`config.mk`:
```
export PLATFORM = sky130hd
export DESIGN_NAME = sync_fifo_ctrl
export DESIGN_NICKNAME = d
export VERILOG_FILES = /design/src/rtl/fifo_pkg.sv /design/src/rtl/fifo_mem.sv /design/src/rtl/sync_fifo_ctrl.sv
export SDC_FILE = /design/constraint.sdc
export NUM_CORES = 1
export LEC_CHECK = 0
export CAP_MARGIN = 10
export CORE_UTILIZATION = 60
export DETAILED_ROUTE_END_ITERATION = 8
export DONT_BUFFER_PORTS = 1
export PLACE_DENSITY = 0.88
export SYNTH_ARGS = -nofsm -noshare
export SYNTH_HDL_FRONTEND = slang
export SYNTH_SLANG_ARGS = --single-unit
```
`constraint.sdc`:
```
create_clock -name clk -period 5.7 [get_ports clk]
set_input_delay 1.14 -clock clk [delete_from_list [all_inputs] [get_ports clk]]
set_output_delay 1.14 -clock clk [all_outputs]
set_load 0.005 [all_outputs]
```
`src/rtl/fifo_pkg.sv`:
```
// fifo_pkg: shared defaults, count-width helper and sticky error record for the FIFO
package fifo_pkg;

    localparam int FIFO_WIDTH_DEF = 32;
    localparam int FIFO_DEPTH_DEF = 16;

    function automatic int cnt_w(input int depth);
        return $clog2(depth) + 1;
    endfunction

    typedef struct packed {
        logic conflict;
        logic underflow;
        logic overflow;
    } fifo_err_t;

endpackage

```
`src/rtl/fifo_mem.sv`:
```
// fifo_mem: dual-port register array with synchronous write and registered, resettable read
module fifo_mem #(
    parameter int WIDTH = 32,
    parameter int DEPTH = 16
) (
    input  logic                     clk,
    input  logic                     rst,
    input  logic                     we,
    input  logic [$clog2(DEPTH)-1:0] waddr,
    input  logic [WIDTH-1:0]         wdata,
    input  logic                     re,
    input  logic [$clog2(DEPTH)-1:0] raddr,
    output logic [WIDTH-1:0]         rdata
);

    logic [WIDTH-1:0] mem [DEPTH];

    // storage is never cleared; only accepted writes touch it
    always_ff @(posedge clk) begin
        if (we) mem[waddr] <= wdata;
    end

    // read register holds its value unless a read is accepted
    always_ff @(posedge clk) begin
        if (rst) rdata <= '0;
        else if (re) rdata <= mem[raddr];
    end

endmodule

```
`src/rtl/sync_fifo_ctrl.sv`:
```
// sync_fifo_ctrl: single-clock FIFO with occupancy flags and sticky protocol-error flags
module sync_fifo_ctrl
    import fifo_pkg::*;
#(
    parameter int FIFO_WIDTH = FIFO_WIDTH_DEF,
    parameter int FIFO_DEPTH = FIFO_DEPTH_DEF,
    parameter int AF_LEVEL   = FIFO_DEPTH - 2,
    parameter int AE_LEVEL   = 2
) (
    input  logic                         clk,
    input  logic                         rst,
    input  logic                         wr_en,
    input  logic [FIFO_WIDTH-1:0]        data_in,
    input  logic                         rd_en,
    output logic [FIFO_WIDTH-1:0]        data_out,
    output logic                         empty,
    output logic                         full,
    output logic [cnt_w(FIFO_DEPTH)-1:0] count,
    output logic                         almost_full,
    output logic                         almost_empty,
    output logic                         err_overflow,
    output logic                         err_underflow,
    output logic                         err_conflict,
    input  logic                         err_clr
);

    localparam int AW = $clog2(FIFO_DEPTH);
    localparam int CW = cnt_w(FIFO_DEPTH);

    logic [AW-1:0] wr_ptr, rd_ptr;
    logic          wr_ok, rd_ok;
    fifo_err_t     err, viol;

    assign empty        = count == '0;
    assign full         = count == CW'(FIFO_DEPTH);
    assign almost_full  = count >= CW'(AF_LEVEL);
    assign almost_empty = count <= CW'(AE_LEVEL);

    assign wr_ok = wr_en & ~rd_en & ~full;
    assign rd_ok = rd_en & ~wr_en & ~empty;
    assign viol  = {wr_en & rd_en, rd_en & ~wr_en & empty, wr_en & ~rd_en & full};

    assign err_conflict  = err.conflict;
    assign err_underflow = err.underflow;
    assign err_overflow  = err.overflow;

    // pointers wrap naturally; count is tracked separately so full/empty need no extra pointer bit
    always_ff @(posedge clk) begin
        if (rst) begin
            wr_ptr <= '0;
            rd_ptr <= '0;
            count  <= '0;
        end else begin
            if (wr_ok) wr_ptr <= wr_ptr + 1'b1;
            if (rd_ok) rd_ptr <= rd_ptr + 1'b1;
            if (wr_ok) count <= count + 1'b1;
            else if (rd_ok) count <= count - 1'b1;
        end
    end

    // sticky errors: clear first, then OR in new violations so a same-cycle violation survives the clear
    always_ff @(posedge clk) begin
        if (rst) err <= '0;
        else err <= (err_clr ? fifo_err_t'('0) : err) | viol;
    end

    fifo_mem #(
        .WIDTH(FIFO_WIDTH),
        .DEPTH(FIFO_DEPTH)
    ) u_mem (
        .clk  (clk),
        .rst  (rst),
        .we   (wr_ok),
        .waddr(wr_ptr),
        .wdata(data_in),
        .re   (rd_ok),
        .raddr(rd_ptr),
        .rdata(data_out)
    );

endmodule

```
# After elaboration in Yosys (flattened, before gate mapping)
# Memories as Yosys holds them, arrays and structs flattened. A register that Yosys moved wholly into a read port is not among the register bits.
# Index checks and enable logic that the tools add are counted.
# op_classes
add_sub_neg,4
order_cmp,2
eq_ne,1
mux,5
n_bitwise,12
reduce_logical,2
# op_table
op,count
$mux 5,2
$add 4x1->4 const B,2
$and 1x1->1,7
$add 5x1->5 const B,1
$eq 5x5->1 const B,1
$ge 5x4->1 const B,1
$le 5x2->1 const B,1
$logic_not 5->1,1
$sub 5x1->5 const B,1
$not 1->1,4
$mux 3,1
$or 3x3->3,1
$mux 1,2
$reduce_bool 2->1,1
# totals
regBits,16
ram_bits,512
inputBits,37
output_inout_bits,44
wordCells,33
memories,1
# memory_table
name,words,width,read_ports,rd_clocked_by_memory_dff,write_ports,line,text
u_mem.mem,16,32,1,1,1,fifo_mem.sv:16,logic [WIDTH-1:0] mem [DEPTH];

# Logic depth before layout (Yosys ltp)
# logic_depth
ltp_word,5
ltp_mapped,9
depth_no_buf,8

# Modules after synthesis
# From an unflattened synthesis, not the netlist that was laid out.
# hier_totals
cells_unflattened,1316
area_unflattened_um2,21819.7
# by_module_without_submodules
mod,instances,cells_per_inst,area_per_inst_um2,seq_area_each_um2
fifo_mem,1,1216,20948.8,16015.4
sync_fifo_ctrl,1,100,870.8,320.3

# Least setup slack after synthesis
# Ideal clock, no wire load.
# synth_timing
kind,input to register
from,in rd_en
to,mem u_mem.mem[2][0] (enable)
setup_ps,461
t_arrival_ps,3949
t_required_ps,5239
slack_ps,1290
cell_stages,5
n_path_buf,1
cell_sequence,nand2b_1 -> a21oi_1 -> buf_2 -> nand2_1 -> nor3_1
# synth_via
elab_chain_cells,5
# synth_rtl
element,line,text
from (decl),sync_fifo_ctrl.sv:14,"input logic rd_en,"
$not 1->1,sync_fifo_ctrl.sv:39,assign wr_ok = wr_en & ~rd_en & ~full;
$and 1x1->1 (2 in a row),sync_fifo_ctrl.sv:39,
$mux 1,fifo_mem.sv:20,if (we) mem[waddr] <= wdata;
$mux 1 (implied by the code),fifo_mem.sv:20,
to (decl),fifo_mem.sv:16,
# Every way passes these cells.

# Worst setup path after layout
# layout_timing
from,in rd_en
to,mem u_mem.mem[9][13] (enable)
# Same word-level chain as after synthesis.

==> impl_results.md <==
- CTS clk-pin slew, worst paths: 60 ps
- WHS Path Cells: 2
- Critical path cell sequence: nand2b_1 -> a21oi_1 -> nand2_1 -> nor2_4
- Post-CTS sizing: 0
- Layout cell share with drive strength beyond 1: about a fifth
- Post-synthesis cell type count: 44
- Max Freq: 0.284 GHz
- Met2 usage: 43.5%
- Sequential power share: 54.0%
- Max VDD drop: 247 uV
- GP Congestion: roughly 0.8
- Startpoint Class: input port
- Final setup violation count: 0
- Clock Power Share: 40.2%
- Switch Pwr: 1.84 mW
- Synth top cells by count: 512 x edfxtp_1, 126 x mux2i_1, 88 x mux4_2, 48 x dfxtp_1, 40 x o22ai_1
- I/O pin cnt: 81
- Final instance area: 23700 um2
- Hold_ws: 518 ps
- Final worst setup slack: 2180 ps
- Die ar.: 36500 um2
- Post-route ant nets: 0
- Rel. slew slack: about 14%
- CTS tree: done
- Synthesized Nets: 1101
- Critical Path AT: 3680 ps
- Die Wd: 191 um
- Total core area: approximately 35000 um2
- Max-slew violation count: 0
- Max-cap viol count: 0
- Met3 Usage GRT: under 10%
- Vias per inst: ~6.9
- Hold WC Path Type: reg -> reg
- Leak: 7.11 nW
- Initial antenna violation count: 1
- Tightest Pin Transition: around 1300 ps
- Global-route wire length before repair: 70100 um
- Fin util: 68.0%
- Finished Layout Cells: ~1600
- Path depth of the worst reg2reg path: 4
- EDFF count, synth: 512
- PwrDens: 365 nW/um2
- All-Layer GR Usage: 26.6%
- CP Capture Type: flop
- Rows: 68
- Area contributors post-synth: edfxtp_1 72%, mux4_2 9.2%, mux2i_1 5.9%
- Vias in the first global route: 11100
- Flops & latches, synth: 560
- Post-Syn Instances: 1055
- CP max FO: 32
- Min cycle time layout: 3520 ps
- Most Crowded Layer GR: met2
- Clock latency on the worst-skew pair: 570 ps
- Pre-CTS setup slack: ~1700 ps
- Max H-tree Level: 2
- CP peak stage delay: 1070 ps
- Fin Clk Skew: around 20 ps
- DR pass1 iterations: 7
- Setup TNS: 0 ps
- Most common cell in the synthesized netlist: edfxtp_1
- Nets: between 1000 and 1500
- Syn Std Cell Area: between 20000 and 25000 um2
- Die extent in y: approximately 190 um
- CP max-delay cell: nor2_4
- Area grow syn2layout: 10.6%
- Detail Placement HPWL: between 20000 and 25000 um
- Count of hold-fix buffers inserted at cts: 0
- Yosys top cell by area: edfxtp_1
- Post-CTS Setup Repair Bufs: 0
- Status: complete, no violations
- Post-Syn Area per Cell: 20.3 um2
- Synthesis Warnings: 0
- Pwr Total: between 8 and 9 mW
- Share of the synthesized area in the top cell type: 71.6%
- Final period util: between 60% and 70%
- Pint: about 7 mW
- Root Driver: clkbuf_16
- Initial drt markers: 1272
- DRC: 0
- Unrepaired setup endpoints after global routing: no
- Combinational power share: 5.8%
- Largest net degree at the start of global routing: 88
- CTS Buf Count: 51
- Post-DR wirelength/cell: 30.3 um
- Starting Density: 61.5%
- Sequential-to-total area share from yosys stat: between 70% and 80%
- Inst Count DP: 1465
- GR Overflow Total: 0
- Critical path class: in -> reg
- Met1 GRT Util: about a third
- Ys async rst share: 0%
- Net Sw Frac: 21.2%
- Antenna diode count: 0
- Vias: 10800
- Placed inst area: around 22000 um2
- # port buffers: 0
- Max clock buf depth: 3
- Final Hold Vio Count: 0
- Top_reg_cell synth: edfxtp_1
- Post-Route WL: roughly 47000 um
- CTS sink cnt: 560
- Fillcell total: 2015
- WP data required: between 5000 and 6000 ps
[cell type report]
cell class / count / area [um2] / area share (%)
Clock buffer: 76 / 1500 / 6.33
Clock inverter: 18 / 211 / 0.891
Inverter: 5 / 18.8 / 0.0791
Multi-Input combinational cell: 431 / 4940 / 20.8
Sequential cell: 560 / 16300 / 68.9
Tap cell: 455 / 569 / 2.40
Timing Repair Buffer: 15 / 145 / 0.612
[metal layers]
layer | up-vias | routed length [um] | part of all wire (%)
li1 | 4373 | - | -
met1 | 5524 | 17300 | 37
met2 | 738 | 23700 | 50
met3 | 122 | 4410 | 9.3
met4 | 0 | 1780 | 3.8
met5 | - | 0 | 0
[power by group through the flow]
| stage | sequential (mW) | clock, mW | combinational, mW |
|---|---|---|---|
| 2_1_floorplan | 4.69 | 0 | 0.427 |
| 3_3_place_gp | 4.76 | 0 | 0.466 |
| 6_report | 4.68 | 3.48 | 0.498 |
| 3_5_place_dp | 4.77 | 0 | 0.488 |
| 4_1_cts | 4.68 | 3.51 | 0.496 |
| 5_1_grt | 4.69 | 3.64 | 0.533 |
[registers in the layout, indices dropped and copies added, names as in the netlist]
signal and cells:
count 5, err_conflict 1, err_overflow 1, err_underflow 1, rd_ptr 4, u_mem.mem 512
u_mem.rdata 32, wr_ptr 4
[final timing paths]
| kind | from | end | slack, ps |
|---|---|---|---|
| max reg2reg | count[0] | u_mem.mem[9][13] | 2220 |
| min | u_mem.rdata[1] | u_mem.rdata[1] | 520 |
| max | rd_en | u_mem.mem[9][13] | 2180 |
| min reg2reg | u_mem.rdata[1] | u_mem.rdata[1] | 520 |
[layout by cell type (no fill, tap or decap), types with 8 or more instances in the layout]
| master | count |
|---|---|
| nand3b_1 | 26 |
| mux2i_1 | 126 |
| nor2_4 | 12 |
| a211oi_1 | 11 |
| clkbuf_16 | 53 |
| mux4_2 | 88 |
| nor4_1 | 11 |
| ha_1 | 8 |
| o22ai_1 | 40 |
| nor2_1 | 25 |
| clkbuf_1 | 14 |
| edfxtp_1 | 512 |
| clkbuf_8 | 9 |
| dfxtp_1 | 45 |
| o221ai_2 | 20 |
| buf_4 | 13 |
[critical path: cells and delay by family]
kind | cells | cell delay (ps)
AND/OR/NAND/NOR | 3 | 1710
AO/OA/AOI/OAI | 1 | 810
[cell families after synthesis]
group / count (synthesis) / share of synthesized area, %
buffers and inverters: 64 / 1.38
muxes: 215 / 15.2
DFF: 560 / 76.1
and+or+nand+nor: 106 / 2.74
xor gates and xnor gates: 8 / 0.326
AOI/OAI and AO/OA: 93 / 3.71
adders and majority gates: 9 / 0.560
Power figures use the tool's default switching activity.
